## src/rtl/exec_stage.sv

```systemverilog
// Execute stage: single-cycle ALU ops and compares, bit-serial shifts,
// valid/ready handshake on both sides, flush and asynchronous reset.
module exec_stage #(
    parameter int XLEN = 32
) (
    input  logic            clk,
    input  logic            rst,
    input  logic            in_valid,
    output logic            in_ready,
    input  logic [2:0]      alu_mode,
    input  logic [1:0]      eval_mode,
    input  logic            sign_ext,
    input  logic [1:0]      in1_sel,
    input  logic [1:0]      in2_sel,
    input  logic            out_sel,
    input  logic [XLEN-1:0] rs1_val,
    input  logic [XLEN-1:0] rs2_val,
    input  logic [XLEN-1:0] imm,
    input  logic [XLEN-1:0] pc,
    input  logic            flush,
    output logic            out_valid,
    input  logic            out_ready,
    output logic [XLEN-1:0] result,
    output logic            eval_out,
    output logic            busy
);
    localparam logic [2:0] ALU_ADD = 3'd0, ALU_SUB = 3'd1, ALU_XOR = 3'd2, ALU_OR  = 3'd3,
                           ALU_AND = 3'd4, ALU_SLL = 3'd5, ALU_SRL = 3'd6, ALU_SRA = 3'd7;
    localparam logic [1:0] EVAL_EQ = 2'd0, EVAL_NEQ = 2'd1, EVAL_LT = 2'd2, EVAL_GE = 2'd3;
    localparam logic [1:0] ALU_IN1_RS1 = 2'd0, ALU_IN1_PC  = 2'd1, ALU_IN1_0 = 2'd2;
    localparam logic [1:0] ALU_IN2_RS2 = 2'd0, ALU_IN2_IMM = 2'd1, ALU_IN2_4 = 2'd2;
    localparam logic       ALU_OUT_EVAL = 1'b1;

    typedef enum logic [1:0] {IDLE, SHIFT, DONE} state_t;

    state_t          state;
    logic [4:0]      cnt;
    logic [XLEN-1:0] shreg;
    logic [2:0]      sh_op;
    logic            sh_sel_eval;
    logic            sh_eval;

    logic [XLEN-1:0] op_a, op_b, alu_val, imm_res, sh_next;
    logic [XLEN:0]   a_ext, b_ext, diff;
    logic            eq, lt, eval, is_shift, accept;
    logic [4:0]      shamt;

    assign in_ready = !flush && (state == IDLE || (state == DONE && out_ready));
    assign accept   = in_valid && in_ready;
    assign busy     = (state != IDLE);
    assign shamt    = op_b[4:0];

    always_comb begin
        case (in1_sel)
            ALU_IN1_RS1: op_a = rs1_val;
            ALU_IN1_PC:  op_a = pc;
            ALU_IN1_0:   op_a = '0;
            default:     op_a = '0;
        endcase
        case (in2_sel)
            ALU_IN2_RS2: op_b = rs2_val;
            ALU_IN2_IMM: op_b = imm;
            ALU_IN2_4:   op_b = XLEN'(4);
            default:     op_b = '0;
        endcase

        // Compares share the subtractor; bit XLEN of the widened difference is the less-than flag
        a_ext = {sign_ext & op_a[XLEN-1], op_a};
        b_ext = {sign_ext & op_b[XLEN-1], op_b};
        diff  = a_ext - b_ext;
        lt    = diff[XLEN];
        eq    = (op_a == op_b);
        case (eval_mode)
            EVAL_EQ:  eval = eq;
            EVAL_NEQ: eval = !eq;
            EVAL_LT:  eval = lt;
            default:  eval = !lt;
        endcase

        is_shift = (alu_mode == ALU_SLL) || (alu_mode == ALU_SRL) || (alu_mode == ALU_SRA);
        case (alu_mode)
            ALU_SUB: alu_val = diff[XLEN-1:0];
            ALU_XOR: alu_val = op_a ^ op_b;
            ALU_OR:  alu_val = op_a | op_b;
            ALU_AND: alu_val = op_a & op_b;
            ALU_SLL, ALU_SRL, ALU_SRA: alu_val = op_a;
            default: alu_val = op_a + op_b;
        endcase
        imm_res = (out_sel == ALU_OUT_EVAL) ? {{(XLEN-1){1'b0}}, eval} : alu_val;

        case (sh_op)
            ALU_SLL: sh_next = shreg << 1;
            ALU_SRL: sh_next = shreg >> 1;
            default: sh_next = {shreg[XLEN-1], shreg[XLEN-1:1]};
        endcase
    end

    always_ff @(posedge clk or posedge rst) begin
        if (rst) begin
            state       <= IDLE;
            out_valid   <= 1'b0;
            result      <= '0;
            eval_out    <= 1'b0;
            cnt         <= '0;
            shreg       <= '0;
            sh_op       <= ALU_ADD;
            sh_sel_eval <= 1'b0;
            sh_eval     <= 1'b0;
        end else if (flush) begin
            state     <= IDLE;
            out_valid <= 1'b0;
            cnt       <= '0;
        end else begin
            case (state)
                SHIFT: begin
                    shreg <= sh_next;
                    cnt   <= cnt - 5'd1;
                    if (cnt == 5'd1) begin
                        state     <= DONE;
                        out_valid <= 1'b1;
                        eval_out  <= sh_eval;
                        result    <= sh_sel_eval ? {{(XLEN-1){1'b0}}, sh_eval} : sh_next;
                    end
                end
                default: begin
                    if (accept) begin
                        if (is_shift && shamt != 5'd0) begin
                            state       <= SHIFT;
                            out_valid   <= 1'b0;
                            cnt         <= shamt;
                            shreg       <= op_a;
                            sh_op       <= alu_mode;
                            sh_sel_eval <= (out_sel == ALU_OUT_EVAL);
                            sh_eval     <= eval;
                        end else begin
                            state     <= DONE;
                            out_valid <= 1'b1;
                            eval_out  <= eval;
                            result    <= imm_res;
                        end
                    end else if (state == DONE && out_ready) begin
                        state     <= IDLE;
                        out_valid <= 1'b0;
                    end
                end
            endcase
        end
    end
endmodule

```

## config.mk

```make
export PLATFORM = sky130hd
export DESIGN_NAME = exec_stage
export DESIGN_NICKNAME = d
export VERILOG_FILES = /design/src/rtl/exec_stage.sv
export SDC_FILE = /design/constraint.sdc
export NUM_CORES = 1
export LEC_CHECK = 0
export ABC_CLOCK_PERIOD_IN_PS = 4560
export BUFFER_PORTS_ARGS = -buffer_cell sky130_fd_sc_hd__buf_2
export CAP_MARGIN = 25
export CORE_MARGIN = 2
export CORE_UTILIZATION = 47
export DETAILED_ROUTE_END_ITERATION = 8
export PLACE_DENSITY = 0.79
export SKIP_CTS_REPAIR_TIMING = 1
export SLEW_MARGIN = 15
export SYNTH_ARGS = -nofsm -noshare
export SYNTH_HDL_FRONTEND = slang
export SYNTH_SLANG_ARGS = --single-unit
```

## constraint.sdc

```tcl
create_clock -name clk -period 4.56 [get_ports clk]
set_input_delay 1.368 -clock clk [delete_from_list [all_inputs] [get_ports clk]]
set_output_delay 1.368 -clock clk [all_outputs]
set_load 0.02 [all_outputs]
```

; ---- Word-level counts from Yosys, hierarchy flattened
; Index checks and enable logic that the tools add are counted.
[totals]
reg_bits = 78
out_inout_bits = 36
in_bits = 144
[classes]
muxes = 34
bitwise = 7
eq_ne = 21
addsub = 3
n_reduce_logical = 27
[ops]
columns = cell, n
row1 = $mux W32, 9
row2 = $pmux W32 S5, 1
row3 = $pmux W32 S2, 2
row4 = $pmux W32 S3, 1
row5 = $sub A33 B33 Y33, 1
row6 = $add A32 B32 Y32, 1
row7 = $and A32 B32 Y32, 1
row8 = $eq A32 B32 Y1, 1
row9 = $or A32 B32 Y32, 1
row10 = $xor A32 B32 Y32, 1
row11 = $mux W5, 4
row12 = $eq A3 B3 Y1 const B, 6
row13 = $mux W2, 6
row14 = $mux W1, 10
row15 = $eq A2 B1 Y1 const B, 4
row16 = $logic_not A2 Y1, 4
row17 = $reduce_and A4 Y1, 2
row18 = $eq A2 B2 Y1 const B, 3
row19 = $eq A3 B2 Y1 const B, 2
row20 = $reduce_bool A2 Y1, 3
row21 = $reduce_bool A3 Y1, 2
row22 = $eq A5 B1 Y1 const B, 1
row23 = $reduce_bool A5 Y1, 1
row24 = $sub A5 B1 Y5 const B, 1
row25 = 14 further kinds, 24

; ---- Logic depth before layout (Yosys ltp)
; Gate-level depths: netlist (run 1).
[depth]
word_depth = 10
mapped_depth = 19
ltp_nobuf = 15

; ---- Worst setup path after synthesis (run 1)
; Ideal clock, no wire load.
[synth_timing]
path_kind = input to register
from = in in1_sel[0]
to = reg result[27]
required_ns = 4.434
arrival_time_ns = 5.358
setup_slack_ns = -0.924
path_stages = 18
path_buffers = 4
path_cell_list = buf_4 buf_6 buf_2 buf_1 mux2i_1 nor2_1 inv_1 ha_1 nor3_1 o31ai_1 o221ai_1 a211o_1 a21oi_1 o311ai_2 a211o_1 xnor2_1 o221ai_1 a221o_1
[synth_between]
elab_chain_len = 8
[synth_rtl]
columns = item, line
row1 = "start, declared", 13  ; input logic [1:0] in1_sel,
row2 = $eq A2 B1 Y1 or $logic_not A2 Y1 (tied branches), 54  ; case (in1_sel)
row3 = $pmux W32 S2 *, 54
row4 = "$sub A33 B33 Y33, or another cell as far along", 70  ; diff = a_ext - b_ext;
row5 = $pmux W32 S5 *, 81  ; case (alu_mode)
row6 = $mux W32 *, 89  ; imm_res = (out_sel == ALU_OUT_EVAL) ? {{(XLEN-1){1'b0}}, eval} : alu_val;
row7 = $mux W32 *, 127  ; if (is_shift && shamt != 5'd0) begin
row8 = $mux W32 *, 126  ; if (accept) begin
row9 = $mux W32 *, 114  ; case (state)
row10 = "end signal, assigned", 122  ; result <= sh_sel_eval ? {{(XLEN-1){1'b0}}, sh_eval} : sh_next;
row11 = "end signal, assigned", 139  ; result <= imm_res;
row12 = "end, declared", 23  ; output logic [XLEN-1:0] result,
; Every way passes the cells marked *; elsewhere a longest branch is shown, timed or not. The select of a mux whose other input is x is not followed.
; A chain may end at the register's enable or synchronous reset.

; ---- Worst setup path after layout (run 1)
[layout_timing]
from = in in1_sel[0]
to = reg result[26]
; The elaborated chain is that of the path after synthesis.

==> metrics.txt, run 1 <==
# TYPE chip_impl_metric gauge
chip_impl_metric{name="post_route_cell_area",unit="um^2"} 14500
chip_impl_info{name="synth_area_leaders",value="sky130_fd_sc_hd__dfrtp_1 19%, sky130_fd_sc_hd__a21oi_1 11%, sky130_fd_sc_hd__ha_1 10%, sky130_fd_sc_hd__mux2i_1 9.0%, sky130_fd_sc_hd__nor2_1 7.2%"} 1
chip_impl_metric{name="ys_warn_count",unit=""} 0
chip_impl_metric{name="core_area",unit="um^2"} 21800
chip_impl_metric{name="globalRouteMet1Util",unit="%"} 42.1
chip_impl_metric{name="cell_internal_pwr",unit="W"} 0.00228
chip_impl_metric{name="async_reset_ff_share",unit="%"} 100
chip_impl_metric{name="clock_tree.buffer_depth",unit=""} 2
chip_impl_metric{name="grt_pass1_wl",unit="um"} 67400
chip_impl_metric{name="yosys-mux-area-fraction",unit="%"} 9.52
chip_impl_metric{name="clk_pin_slew_worst_paths",unit="ns"} 0.07
chip_impl_metric{name="place_congestion",unit=""} 1.08
chip_impl_metric{name="share_of_the_synthesized_area_in_the_top_cell_type",unit="%"} 18.6
chip_impl_metric{name="global_route.usage.met2",unit="%"} 61.3
chip_impl_metric{name="initial_utilization",unit="%"} 47.7
chip_impl_metric{name="synth_enable_flop_cells",unit=""} 0
chip_impl_metric{name="p_sw",unit="W"} 0.00177
chip_impl_metric{name="crit_arrival",unit="ns"} 4.79
chip_impl_metric{name="vias_in_the_first_global_route",unit=""} 12747
chip_impl_metric{name="antenna_violations_before_repair",unit=""} 0
chip_impl_metric{name="finalHoldWorstSlack",unit="ns"} 0.470
chip_impl_metric{name="syn_nets",unit=""} 1658
chip_impl_metric{name="grt_util_met3",unit="%"} 4.81
chip_impl_metric{name="n_fill_cell",unit=""} 1866
chip_impl_metric{name="pin_count",unit=""} 180
chip_impl_metric{name="worst-slew-pin-transition",unit="ns"} 0.997
chip_impl_metric{name="slowest_cell_delay_on_critical_path",unit="ns"} 0.39
chip_impl_metric{name="dr_total_vias",unit=""} 13190
chip_impl_metric{name="ir_drop",unit="V"} 0.000199
chip_impl_metric{name="synth_area",unit="um^2"} 10400
chip_impl_info{name="cell_types_with_the_highest_counts_after_synthesis",value="218 x sky130_fd_sc_hd__a21oi_1, 198 x sky130_fd_sc_hd__nor2_1, 93 x sky130_fd_sc_hd__mux2i_1"} 1
chip_impl_metric{name="fmax",unit="GHz"} 0.219
chip_impl_info{name="rsz0062_at_grt",value="yes"} 1
chip_impl_info{name="crit_path_top_delay_cell",value="sky130_fd_sc_hd__a311o_1"} 1
chip_impl_metric{name="route.antenna.remaining_nets",unit=""} 0
chip_impl_metric{name="cts_inserted_buffers",unit=""} 9
chip_impl_metric{name="die-area",unit="um^2"} 23300
chip_impl_metric{name="cts.htree.levels",unit=""} 3
chip_impl_info{name="largest_family_of_logic_cells_by_synthesized_area",value="compound AO/OA/AOI/OAI gates"} 1
chip_impl_metric{name="wire_per_inst",unit="um"} 20.9
chip_impl_info{name="run_status",value="complete, no violations"} 1
chip_impl_metric{name="clock_sinks",unit=""} 77
chip_impl_metric{name="setup-violations-final",unit=""} 0
chip_impl_metric{name="final.period_utilization",unit="%"} 100
chip_impl_metric{name="worstSkewPairLatency",unit="ns"} 0.35
chip_impl_info{name="critical-path-top-delay-family",value="compound AO/OA/AOI/OAI gates"} 1
chip_impl_info{name="worst_hold_path_type",value="reg2reg"} 1
chip_impl_metric{name="dp_hpwl",unit="um"} 34600
chip_impl_metric{name="placementRows",unit=""} 54
chip_impl_metric{name="yosys_register_bits",unit=""} 77
chip_impl_metric{name="final.min_clock_period",unit="ns"} 4.56
chip_impl_metric{name="max_cap_viols",unit=""} 0
chip_impl_metric{name="synth_compound_gate_area_share",unit="%"} 31.9
chip_impl_metric{name="power_switching_share",unit="%"} 43.7
chip_impl_metric{name="power.sequential.fraction",unit="%"} 26.8
chip_impl_metric{name="synth_seq_area_share",unit="%"} 18.6
chip_impl_metric{name="power_density",unit="nW/um^2"} 280
chip_impl_info{name="cts.root.buffer_cell",value="sky130_fd_sc_hd__clkbuf_16"} 1
chip_impl_info{name="top_usage_layer",value="met2"} 1
chip_impl_metric{name="largest_net_degree_at_the_start_of_global_routing",unit=""} 52
chip_impl_metric{name="first_pass_iters",unit=""} 6
chip_impl_metric{name="die_y",unit="um"} 153
chip_impl_metric{name="reg2reg_slack",unit="ns"} 1.90
chip_impl_metric{name="cell_leakage_power",unit="nW"} 6.96
chip_impl_metric{name="horizontal_die_dimension",unit="um"} 153
chip_impl_info{name="clock_tree_from_tritoncts",value="done"} 1
chip_impl_metric{name="final_nets",unit=""} 2058
chip_impl_metric{name="final_layout_size_suffix_gt1_share",unit="%"} 34.3
chip_impl_metric{name="crit_fanout",unit=""} 6
chip_impl_info{name="worstSetupStartpointType",value="input pin"} 1
chip_impl_metric{name="detailed_place.area",unit="um^2"} 13600
chip_impl_metric{name="grt-ovfl-total",unit=""} 0
chip_impl_metric{name="syn_to_final_growth",unit="%"} 39.4
chip_impl_metric{name="port_buffers",unit=""} 179
chip_impl_metric{name="p_clk_share",unit="%"} 16.9
chip_impl_info{name="timing.critical_path.mode_cell",value="sky130_fd_sc_hd__buf_4"} 1
chip_impl_metric{name="hold_viol",unit=""} 0
chip_impl_metric{name="skew",unit="ns"} 0.0105
chip_impl_metric{name="finalMaxSlewViolations",unit=""} 0
chip_impl_metric{name="vias_per_cell",unit=""} 6.24
chip_impl_metric{name="synth_cell_types",unit=""} 86
chip_impl_metric{name="combinationalPowerShare",unit="%"} 56.2
chip_impl_metric{name="required",unit="ns"} 4.79
chip_impl_info{name="critPathCaptureType",value="flop"} 1
chip_impl_metric{name="area_share_of_xor_xnor_cells_in_the_synthesized_design",unit="%"} 4.52
chip_impl_info{name="yosysMostFrequentCell",value="sky130_fd_sc_hd__a21oi_1"} 1
chip_impl_metric{name="grt_util_all_layers",unit="%"} 36.0
chip_impl_metric{name="syn-mean-instance-area",unit="um^2"} 7.26
chip_impl_metric{name="synthSimpleGateAreaFrac",unit="%"} 17.5
chip_impl_info{name="path_class",value="in2reg"} 1
chip_impl_metric{name="detail_route.wirelength",unit="um"} 44100
chip_impl_metric{name="initialDrtViolationCount",unit=""} 1477
chip_impl_metric{name="n_antenna_cell",unit=""} 0
chip_impl_info{name="synth_largest_area_cell",value="sky130_fd_sc_hd__dfrtp_1"} 1
chip_impl_metric{name="postSynthCellCount",unit=""} 1428
chip_impl_metric{name="worst_slew_margin_rel",unit="%"} 33.4
chip_impl_metric{name="critical_path.n_buffers_inverters",unit=""} 4
chip_impl_info{name="synth_flop_cell",value="sky130_fd_sc_hd__dfrtp_1"} 1
chip_impl_metric{name="synthAdderAreaFrac",unit="%"} 10.5
chip_impl_metric{name="drc_violation_count_after_routing",unit=""} 0
chip_impl_info{name="path_cells",value="buf_6, buf_12, buf_4, mux2i_4, nor2_1, ha_1, or2_2, o32a_1, and2_1, a221oi_2, a21boi_2, buf_4, a211o_1, a311o_1, xnor2_1, a211oi_2, o21ai_1"} 1
state kept, by name, summed over array words and instances, names as in the netlist:
register	count
eval_out	1
sh_op	3
state	1
sh_sel_eval	1
out_valid	1
cnt	5
sh_eval	1
result	32
shreg	32
worst paths after layout:
kind,endpoint,from,cells past startpoint
setup / recovery,result[26]$_DFFE_PP0P_,in1_sel[0],17
hold / removal,result[8]$_DFFE_PP0P_,result[8]$_DFFE_PP0P_,2
setup reg to reg,shreg[28]$_DFFE_PP0P_,out_valid$_DFFE_PP0P_,5
hold reg to reg,result[8]$_DFFE_PP0P_,result[8]$_DFFE_PP0P_,2
max in group asynchronous,result[4]$_DFFE_PP0P_,rst,4
min in group asynchronous,result[26]$_DFFE_PP0P_,rst,2
cell usage in the layout, fill, tap and decap left out, types with 8 or more instances in the layout:
cell type	netlist	layout
sky130_fd_sc_hd__nand2b_1	11	10
sky130_fd_sc_hd__o21ai_0	83	76
sky130_fd_sc_hd__nand3_1	12	12
sky130_fd_sc_hd__o21a_1	16	16
sky130_fd_sc_hd__inv_1	91	85
sky130_fd_sc_hd__xnor2_1	42	41
sky130_fd_sc_hd__nor4_1	13	8
sky130_fd_sc_hd__nor2b_1	10	9
sky130_fd_sc_hd__clkbuf_16	0	9
sky130_fd_sc_hd__ha_1	84	76
sky130_fd_sc_hd__o221ai_1	15	14
sky130_fd_sc_hd__a221oi_1	16	14
sky130_fd_sc_hd__or2_2	27	25
sky130_fd_sc_hd__o31ai_1	15	10
sky130_fd_sc_hd__a21oi_1	218	208
sky130_fd_sc_hd__o211ai_1	10	10
sky130_fd_sc_hd__buf_2	7	178
sky130_fd_sc_hd__dfrtp_1	77	77
sky130_fd_sc_hd__o21ai_1	4	8
sky130_fd_sc_hd__a31oi_1	10	9
sky130_fd_sc_hd__nor2_1	198	187
sky130_fd_sc_hd__xor2_1	9	9
sky130_fd_sc_hd__o22ai_1	33	32
sky130_fd_sc_hd__nand2_1	66	66
sky130_fd_sc_hd__nor3_1	26	23
sky130_fd_sc_hd__mux2i_1	93	84
sky130_fd_sc_hd__buf_4	3	295
sky130_fd_sc_hd__o21bai_1	14	13
sky130_fd_sc_hd__a21o_1	12	12
cells by family after synthesis:
| logic type | count (synthesis) |
|---|---|
| compound gates | 527 |
| xor+xnor | 52 |
| fa+ha+maj | 86 |
| buf+inv | 190 |
| flops | 77 |
| mux | 98 |
| simple gates | 398 |
cell type report:
class                           instances  area, um^2  area share (%)
Timing Repair Buffer                  485        3330            23.0
Clock inverter                          3        21.3           0.147
Tap cell                              280         350            2.42
Inverter                               94         357            2.47
Clock buffer                           13         250            1.73
Multi-Input combinational cell       1161        8230            56.9
Sequential cell                        77        1930            13.3
routing by layer:
layer | part of all wire, % | vias to the layer above
met4 | 8.8 | 0
li1 | - | 5971
met2 | 47 | 849
met5 | 0 | -
met3 | 8.2 | 245
met1 | 36 | 6125
power by group through the flow:
stage / sequential (W) / clock [W] / combinational [W]
finish: 0.00109 / 0.000685 / 0.00228
global route: 0.00111 / 0.000706 / 0.00244
global placement: 0.00108 / 0 / 0.00209
detailed placement: 0.00109 / 0 / 0.00214
floorplan: 0.00115 / 0 / 0.00121
CTS: 0.00108 / 0.000677 / 0.00215
tightest hold or removal path, cell delays in order, from the launching register on:
cell and delay, ns:
sky130_fd_sc_hd__dfrtp_1 0.33, sky130_fd_sc_hd__nand2_1 0.04, sky130_fd_sc_hd__o21ai_0 0.06
through the flow:
| stage | setup TNS (ns) | setup slack (ns) | util, % | total power (W) | instances |
|---|---|---|---|---|---|
| finish | 0 | 0.000447 | 66.5 | 0.00405 | 2113 |
| global route | -0.807 | -0.193 | 66.5 | 0.00426 | 2113 |
| CTS | -0.178 | -0.0920 | 64.0 | 0.00390 | 2094 |
| detailed placement | -5.71 | -0.409 | 62.7 | 0.00322 | 2078 |
| global placement | -4.27 | -0.345 | 62.6 | 0.00317 | 2077 |
| floorplan | -0.183 | -0.0598 | - | 0.00235 | 1428 |
No activity file was read; power rests on OpenSTA's default activity.
==> run 2: changes to the inputs <==
- ABC_CLOCK_PERIOD_IN_PS: 4560 -> default
- CORE_ASPECT_RATIO: default -> 0.7
==> run 2 against run 1 <==
Against the previous run:
- count of clock-buffer cells in the layout unchanged
- design area down 2.3%
- register-to-register slack worse by 0.14 ns
- highest routed layer unchanged
==> metrics.txt, run 2 (synthesis results as in run 1) <==
# TYPE chip_impl_metric gauge
chip_impl_info{name="clock_tree_from_tritoncts",value="done"} 1
chip_impl_metric{name="place_congestion",unit=""} 1.02
chip_impl_info{name="path_cells",value="clkbuf_4, buf_12, mux2i_4, nor2_4, inv_2, fa_2, o21bai_1, a21oi_2, o211ai_1, nand4_1, a21boi_2, buf_6, a41oi_2, o21ai_2, xnor2_1, o221ai_2, a221o_1"} 1
chip_impl_metric{name="grt_util_all_layers",unit="%"} 37.8
chip_impl_metric{name="globalRouteMet1Util",unit="%"} 48.9
chip_impl_metric{name="drc_violation_count_after_routing",unit=""} 0
chip_impl_metric{name="cell_leakage_power",unit="nW"} 6.86
chip_impl_metric{name="horizontal_die_dimension",unit="um"} 182
chip_impl_info{name="critPathCaptureType",value="flop"} 1
chip_impl_info{name="crit_path_top_delay_cell",value="sky130_fd_sc_hd__fa_2"} 1
chip_impl_metric{name="power_density",unit="nW/um^2"} 295
chip_impl_metric{name="clock_sinks",unit=""} 77
chip_impl_metric{name="grt_util_met3",unit="%"} 5.65
chip_impl_metric{name="vias_per_cell",unit=""} 6.17
chip_impl_metric{name="slowest_cell_delay_on_critical_path",unit="ns"} 0.37
chip_impl_info{name="run_status",value="complete, no violations"} 1
chip_impl_info{name="worstSetupStartpointType",value="input pin"} 1
chip_impl_metric{name="cell_internal_pwr",unit="W"} 0.00240
chip_impl_metric{name="power.sequential.fraction",unit="%"} 26.4
chip_impl_metric{name="initial_utilization",unit="%"} 47.9
chip_impl_metric{name="combinationalPowerShare",unit="%"} 53.3
chip_impl_info{name="top_regs",value="result: 32 flops, shreg: 32 flops, cnt: 5 flops"} 1
chip_impl_info{name="most_common_library_cell_in_the_layout_ignoring_fill_and_taps",value="sky130_fd_sc_hd__buf_4"} 1
chip_impl_info{name="path_class",value="in2reg"} 1
chip_impl_metric{name="fmax",unit="GHz"} 0.222
chip_impl_metric{name="crit_arrival",unit="ns"} 4.74
chip_impl_metric{name="grt-ovfl-total",unit=""} 0
chip_impl_metric{name="finalHoldWorstSlack",unit="ns"} 0.482
chip_impl_metric{name="antenna_violations_before_repair",unit=""} 0
chip_impl_metric{name="dr_total_vias",unit=""} 12936
chip_impl_metric{name="grt_pass1_wl",unit="um"} 68000
chip_impl_metric{name="setup-violations-final",unit=""} 0
chip_impl_metric{name="final_nets",unit=""} 2041
chip_impl_metric{name="port_buffers",unit=""} 179
chip_impl_metric{name="place_inst",unit=""} 2081
chip_impl_metric{name="required",unit="ns"} 4.80
chip_impl_metric{name="clock_tree.buffer_depth",unit=""} 2
chip_impl_metric{name="critical_path.n_buffers_inverters",unit=""} 4
chip_impl_info{name="critical-path-top-delay-family",value="compound AO/OA/AOI/OAI gates"} 1
chip_impl_metric{name="initialDrtViolationCount",unit=""} 1366
chip_impl_metric{name="fin_cells",unit=""} 2098
chip_impl_info{name="layout.cells.most_common_list",value="284 x sky130_fd_sc_hd__buf_4, 210 x sky130_fd_sc_hd__a21oi_1, 189 x sky130_fd_sc_hd__nor2_1, 177 x sky130_fd_sc_hd__buf_2, 87 x sky130_fd_sc_hd__inv_1"} 1
chip_impl_metric{name="wire_per_inst",unit="um"} 21.5
chip_impl_metric{name="final_layout_size_suffix_gt1_share",unit="%"} 32.2
chip_impl_metric{name="vias_in_the_first_global_route",unit=""} 12199
chip_impl_metric{name="n_antenna_cell",unit=""} 0
chip_impl_metric{name="global_route.usage.met2",unit="%"} 61.8
chip_impl_metric{name="cts.htree.levels",unit=""} 3
chip_impl_metric{name="worst-slew-pin-transition",unit="ns"} 0.989
chip_impl_metric{name="die_y",unit="um"} 128
chip_impl_metric{name="cts_inserted_buffers",unit=""} 9
chip_impl_metric{name="syn_to_final_growth",unit="%"} 36.3
chip_impl_metric{name="final.min_clock_period",unit="ns"} 4.50
chip_impl_info{name="top_usage_layer",value="met2"} 1
chip_impl_metric{name="worstSkewPairLatency",unit="ns"} 0.36
chip_impl_metric{name="largest_net_degree_at_the_start_of_global_routing",unit=""} 43
chip_impl_metric{name="ir_drop",unit="V"} 0.000221
chip_impl_metric{name="first_pass_iters",unit=""} 6
chip_impl_info{name="rsz0062_at_grt",value="yes"} 1
chip_impl_metric{name="die-area",unit="um^2"} 23300
chip_impl_metric{name="max_cap_viols",unit=""} 0
chip_impl_metric{name="pin_count",unit=""} 180
chip_impl_metric{name="power_switching_share",unit="%"} 42.5
chip_impl_metric{name="p_sw",unit="W"} 0.00177
chip_impl_metric{name="skew",unit="ns"} 0.00907
chip_impl_metric{name="p_clk_share",unit="%"} 20.3
chip_impl_metric{name="crit_fanout",unit=""} 8
chip_impl_metric{name="final.period_utilization",unit="%"} 98.7
chip_impl_metric{name="placementRows",unit=""} 45
chip_impl_info{name="cts.root.buffer_cell",value="sky130_fd_sc_hd__clkbuf_16"} 1
chip_impl_metric{name="core_area",unit="um^2"} 21700
chip_impl_metric{name="route.antenna.remaining_nets",unit=""} 0
chip_impl_metric{name="clk_pin_slew_worst_paths",unit="ns"} 0.06
chip_impl_metric{name="detail_route.wirelength",unit="um"} 45000
chip_impl_metric{name="hold_viol",unit=""} 0
chip_impl_info{name="worst_hold_path_type",value="reg2reg"} 1
chip_impl_metric{name="dp_hpwl",unit="um"} 36200
chip_impl_metric{name="finalMaxSlewViolations",unit=""} 0
chip_impl_metric{name="worst_slew_margin_rel",unit="%"} 33.9
[run 2: cell types whose count changed in the layout (fill, tap and decap cells not counted), sizes merged]
cell / change
clkbuf: +1
clkinvlp: -1
buf: -18
clkinv: -1
bufinv: +2
[run 2: cell type report]
class                      count  area [um^2]
sequential                    77         1930
tap                          282          353
multi-input combinational   1161         8030
inverter                      94          354
fill                        1890         7540
clock inverter                 3         65.1
clock buffer                  13          280
timing repair buffer         468         3130
[run 2: stage by stage]
stage | TNS [ns] | power (W) | utilization, % | instance area [um^2] | worst slack (ns)
finish | 0 | 0.00417 | 65.2 | 14100 | 0.0610
global route | -0.319 | 0.00438 | 65.2 | 14100 | -0.0507
global placement | -4.16 | 0.00319 | 62.6 | 13600 | -0.352
CTS | -0.217 | 0.00409 | 64.3 | 13900 | -0.0963
detailed placement | -6.60 | 0.00324 | 62.7 | 13600 | -0.465
floorplan | -0.183 | 0.00235 | - | 10700 | -0.0598
[run 2: final timing paths]
| check | cells past startpoint | startpoint | end | slack [ns] |
|---|---|---|---|---|
| worst max register to register | 6 | out_valid$_DFFE_PP0P_ | result[29]$_DFFE_PP0P_ | 1.76 |
| max in group asynchronous | 3 | rst | result[3]$_DFFE_PP0P_ | 2.62 |
| worst max-delay path | 17 | in1_sel[0] | result[20]$_DFFE_PP0P_ | 0.06 |
| worst min-delay path | 2 | result[4]$_DFFE_PP0P_ | result[4]$_DFFE_PP0P_ | 0.48 |
| worst min register to register | 2 | result[4]$_DFFE_PP0P_ | result[4]$_DFFE_PP0P_ | 0.48 |
| min in group asynchronous | 2 | rst | result[25]$_DFFE_PP0P_ | 1.09 |
[run 2: power by group through the flow]
stage          Sequential (W)  Combinational (W)  Clock [W]
2_1_floorplan         0.00115            0.00121          0
3_3_place_gp          0.00109            0.00209          0
3_5_place_dp          0.00110            0.00214          0
4_1_cts               0.00109            0.00215   0.000847
5_1_grt               0.00112            0.00239   0.000874
6_report              0.00110            0.00222   0.000848
[run 2: per-layer routing]
metal / wire length (um) / vias to the layer above
li1: - / 5949
met1: 18500 / 6059
met2: 20000 / 771
met3: 3920 / 157
met4: 2610 / 0
met5: 0 / -
[run 2: tightest hold or removal path: stages, from the launching register on]
cell	delay [ns]
sky130_fd_sc_hd__dfrtp_1	0.34
sky130_fd_sc_hd__nand2_1	0.05
sky130_fd_sc_hd__o21ai_0	0.06
==> run 3: changes to the inputs <==
- CTS_CLUSTER_SIZE: default -> 24
- GPL_TIMING_DRIVEN: default -> 0
==> run 3 against run 2 <==
Against the previous run:
- the flow now finishes with violations (setup timing)
- via count fell by 0.59%
- register-to-register slack got worse by 0.08 ns
- clock power fell by 13%
- first-iteration DRC count rose by 41%
- sequential power barely moved
- global-route usage rose by 0.63 points
- setup slack got worse by 0.47 ns
- maximum frequency fell by 9.5%
- core utilization fell by 1.4 points
- sequential share of layout area rose by 0.31 points
- largest cell class unchanged
- highest routed layer is now met5
==> metrics.txt, run 3 (synthesis results as in run 1) <==
# TYPE chip_impl_metric gauge
chip_impl_metric{name="wire_per_inst",unit="um"} 24.9
chip_impl_metric{name="worst-slew-pin-transition",unit="ns"} 1.09
chip_impl_metric{name="power.sequential.fraction",unit="%"} 26.6
chip_impl_metric{name="syn_to_final_growth",unit="%"} 33.2
chip_impl_info{name="cts.root.buffer_cell",value="sky130_fd_sc_hd__clkbuf_16"} 1
chip_impl_info{name="clock_tree_from_tritoncts",value="done"} 1
chip_impl_metric{name="detailed_place.area",unit="um^2"} 11900
chip_impl_metric{name="grt_pass1_wl",unit="um"} 67500
chip_impl_metric{name="route.antenna.remaining_nets",unit=""} 0
chip_impl_metric{name="critical_path.n_buffers_inverters",unit=""} 6
chip_impl_metric{name="final_layout_size_suffix_gt1_share",unit="%"} 28.5
chip_impl_metric{name="power_density",unit="nW/um^2"} 297
chip_impl_metric{name="clk_pin_slew_worst_paths",unit="ns"} 0.06
chip_impl_metric{name="cts_inserted_buffers",unit=""} 9
chip_impl_metric{name="die_y",unit="um"} 128
chip_impl_metric{name="setup-violations-final",unit=""} 24
chip_impl_info{name="worst_hold_path_type",value="reg2reg"} 1
chip_impl_metric{name="grt_util_all_layers",unit="%"} 38.4
chip_impl_metric{name="skew",unit="ns"} 0.00699
chip_impl_metric{name="vias_in_the_first_global_route",unit=""} 11327
chip_impl_metric{name="clock_sinks",unit=""} 77
chip_impl_info{name="timing.critical_path.mode_cell",value="sky130_fd_sc_hd__buf_16"} 1
chip_impl_info{name="critical-path-top-delay-family",value="compound AO/OA/AOI/OAI gates"} 1
chip_impl_metric{name="grt-ovfl-total",unit=""} 0
chip_impl_info{name="worstSetupStartpointType",value="input pin"} 1
chip_impl_metric{name="dr_total_vias",unit=""} 12860
chip_impl_metric{name="power_switching_share",unit="%"} 45.3
chip_impl_info{name="top_regs",value="result: 32 flops, shreg: 32 flops, cnt: 5 flops"} 1
chip_impl_metric{name="cts.htree.levels",unit=""} 3
chip_impl_info{name="run_status",value="finished with violations"} 1
chip_impl_info{name="critPathCaptureType",value="flop"} 1
chip_impl_metric{name="combinationalPowerShare",unit="%"} 55.5
chip_impl_metric{name="largest_net_degree_at_the_start_of_global_routing",unit=""} 57
chip_impl_metric{name="final.period_utilization",unit="%"} 109
chip_impl_metric{name="place_inst",unit=""} 1887
chip_impl_info{name="violations",value="setup timing"} 1
chip_impl_metric{name="fin_cells",unit=""} 1975
chip_impl_metric{name="place_congestion",unit=""} 1.02
chip_impl_metric{name="clock_tree.buffer_depth",unit=""} 2
chip_impl_metric{name="initial_utilization",unit="%"} 47.9
chip_impl_metric{name="reg2reg_slack",unit="ns"} 1.68
chip_impl_metric{name="horizontal_die_dimension",unit="um"} 182
chip_impl_metric{name="ir_drop",unit="V"} 0.000213
chip_impl_metric{name="die-area",unit="um^2"} 23300
chip_impl_metric{name="n_fill_cell",unit=""} 1900
chip_impl_metric{name="fmax",unit="GHz"} 0.201
chip_impl_metric{name="crit_fanout",unit=""} 9
chip_impl_info{name="layout.cells.most_common_list",value="205 x sky130_fd_sc_hd__a21oi_1, 177 x sky130_fd_sc_hd__buf_2, 172 x sky130_fd_sc_hd__nor2_1, 86 x sky130_fd_sc_hd__mux2i_1, 82 x sky130_fd_sc_hd__inv_1"} 1
chip_impl_metric{name="slowest_cell_delay_on_critical_path",unit="ns"} 0.43
chip_impl_metric{name="finalMaxSlewViolations",unit=""} 0
chip_impl_metric{name="initialDrtViolationCount",unit=""} 1930
chip_impl_metric{name="worstSkewPairLatency",unit="ns"} 0.35
chip_impl_metric{name="detail_route.wirelength",unit="um"} 49100
chip_impl_metric{name="vias_per_cell",unit=""} 6.51
chip_impl_metric{name="final_nets",unit=""} 1919
chip_impl_info{name="most_common_library_cell_in_the_layout_ignoring_fill_and_taps",value="sky130_fd_sc_hd__a21oi_1"} 1
chip_impl_metric{name="crit_arrival",unit="ns"} 5.20
chip_impl_metric{name="cell_internal_pwr",unit="W"} 0.00224
chip_impl_metric{name="worst_slew_margin_rel",unit="%"} 26.8
chip_impl_metric{name="pin_count",unit=""} 180
chip_impl_metric{name="fin_setup_tns",unit="ns"} -4.40
chip_impl_metric{name="p_clk_share",unit="%"} 17.9
chip_impl_metric{name="n_antenna_cell",unit=""} 0
chip_impl_metric{name="post-route-worst-setup-slack",unit="ns"} -0.409
chip_impl_info{name="rsz0062_at_grt",value="yes"} 1
chip_impl_metric{name="port_buffers",unit=""} 176
chip_impl_info{name="crit_path_top_delay_cell",value="sky130_fd_sc_hd__fa_2"} 1
chip_impl_metric{name="hold_viol",unit=""} 0
chip_impl_metric{name="p_sw",unit="W"} 0.00186
chip_impl_metric{name="drc_violation_count_after_routing",unit=""} 0
chip_impl_info{name="path_class",value="in2reg"} 1
chip_impl_metric{name="antenna_violations_before_repair",unit=""} 1
chip_impl_metric{name="placementRows",unit=""} 45
chip_impl_metric{name="final_core_utilization",unit="%"} 63.8
chip_impl_metric{name="required",unit="ns"} 4.79
chip_impl_metric{name="final.min_clock_period",unit="ns"} 4.97
chip_impl_info{name="path_cells",value="buf_6, buf_12, buf_16, buf_16, buf_16, nor2_4, inv_2, fa_2, o21bai_4, a21oi_4, o211ai_1, nand4_1, a21boi_4, a41oi_2, o21ai_1, xnor2_1, o221ai_2, a221o_1"} 1
chip_impl_metric{name="core_area",unit="um^2"} 21700
chip_impl_metric{name="first_pass_iters",unit=""} 6
chip_impl_metric{name="cell_leakage_power",unit="nW"} 6.22
chip_impl_metric{name="dp_hpwl",unit="um"} 36800
chip_impl_metric{name="max_cap_viols",unit=""} 0
chip_impl_metric{name="post_route_cell_area",unit="um^2"} 13800
[run 3: cell types whose count changed in the layout (fill, tap and decap cells not counted), sizes merged]
cell	delta
buf	-174
clkbuf	+53
bufinv	-1
inv	-2
clkinvlp	+4
clkinv	-3
[run 3: per-layer routing]
metal	routed length (um)	track usage, %	up-vias
li1	-	-	5687
met2	21300	59.0	920
met3	5840	8.81	144
met5	13	0	-
met1	19900	52.0	6107
met4	2120	16.6	2
[run 3: worst min-delay path, stage by stage, from the launching register on]
cell and delay [ns]:
sky130_fd_sc_hd__dfrtp_1 0.34, sky130_fd_sc_hd__nand2_1 0.05, sky130_fd_sc_hd__o21ai_0 0.06
[run 3: worst paths after layout]
| kind | endpoint | startpoint | depth (start not counted) |
|---|---|---|---|
| min in group asynchronous | shreg[23]$_DFFE_PP0P_ | rst | 2 |
| worst max-delay path | result[20]$_DFFE_PP0P_ | in1_sel[1] | 18 |
| max in group asynchronous | result[7]$_DFFE_PP0P_ | rst | 3 |
| worst min-delay path | result[30]$_DFFE_PP0P_ | result[30]$_DFFE_PP0P_ | 2 |
| worst min register to register | result[30]$_DFFE_PP0P_ | result[30]$_DFFE_PP0P_ | 2 |
| worst max register to register | shreg[19]$_DFFE_PP0P_ | state[0]$_DFFE_PP0P_ | 6 |
[run 3: per-stage QoR]
| stage | power (W) | worst slack [ns] | hold WS [ns] |
|---|---|---|---|
| final | 0.00410 | -0.409 | 0.480 |
| after global routing | 0.00427 | -0.375 | 0.516 |
| after CTS | 0.00374 | -1.80 | 0.483 |
| after detailed placement | 0.00300 | -2.13 | 0.471 |
| after global placement | 0.00297 | -2.10 | 0.460 |
| after floorplan | 0.00235 | -0.0598 | 0.443 |
[run 3: final cells by class]
class	instances	area (um^2)	area share, %
buffer	88	681	4.92
clock buffer	14	264	1.91
clock inverter	1	30.0	0.217
inverter	94	370	2.68
multi-input combinational	1161	8580	62.1
sequential	77	1930	13.9
tap	282	353	2.55
timing repair buffer	258	1620	11.7
[run 3: power groups by stage]
stage          Combinational (W)  Sequential [W]  Clock [W]
2_1_floorplan            0.00121         0.00115          0
3_3_place_gp             0.00189         0.00108          0
3_5_place_dp             0.00192         0.00109          0
4_1_cts                  0.00193         0.00108   0.000734
5_1_grt                  0.00240         0.00111   0.000760
6_report                 0.00227         0.00109   0.000735
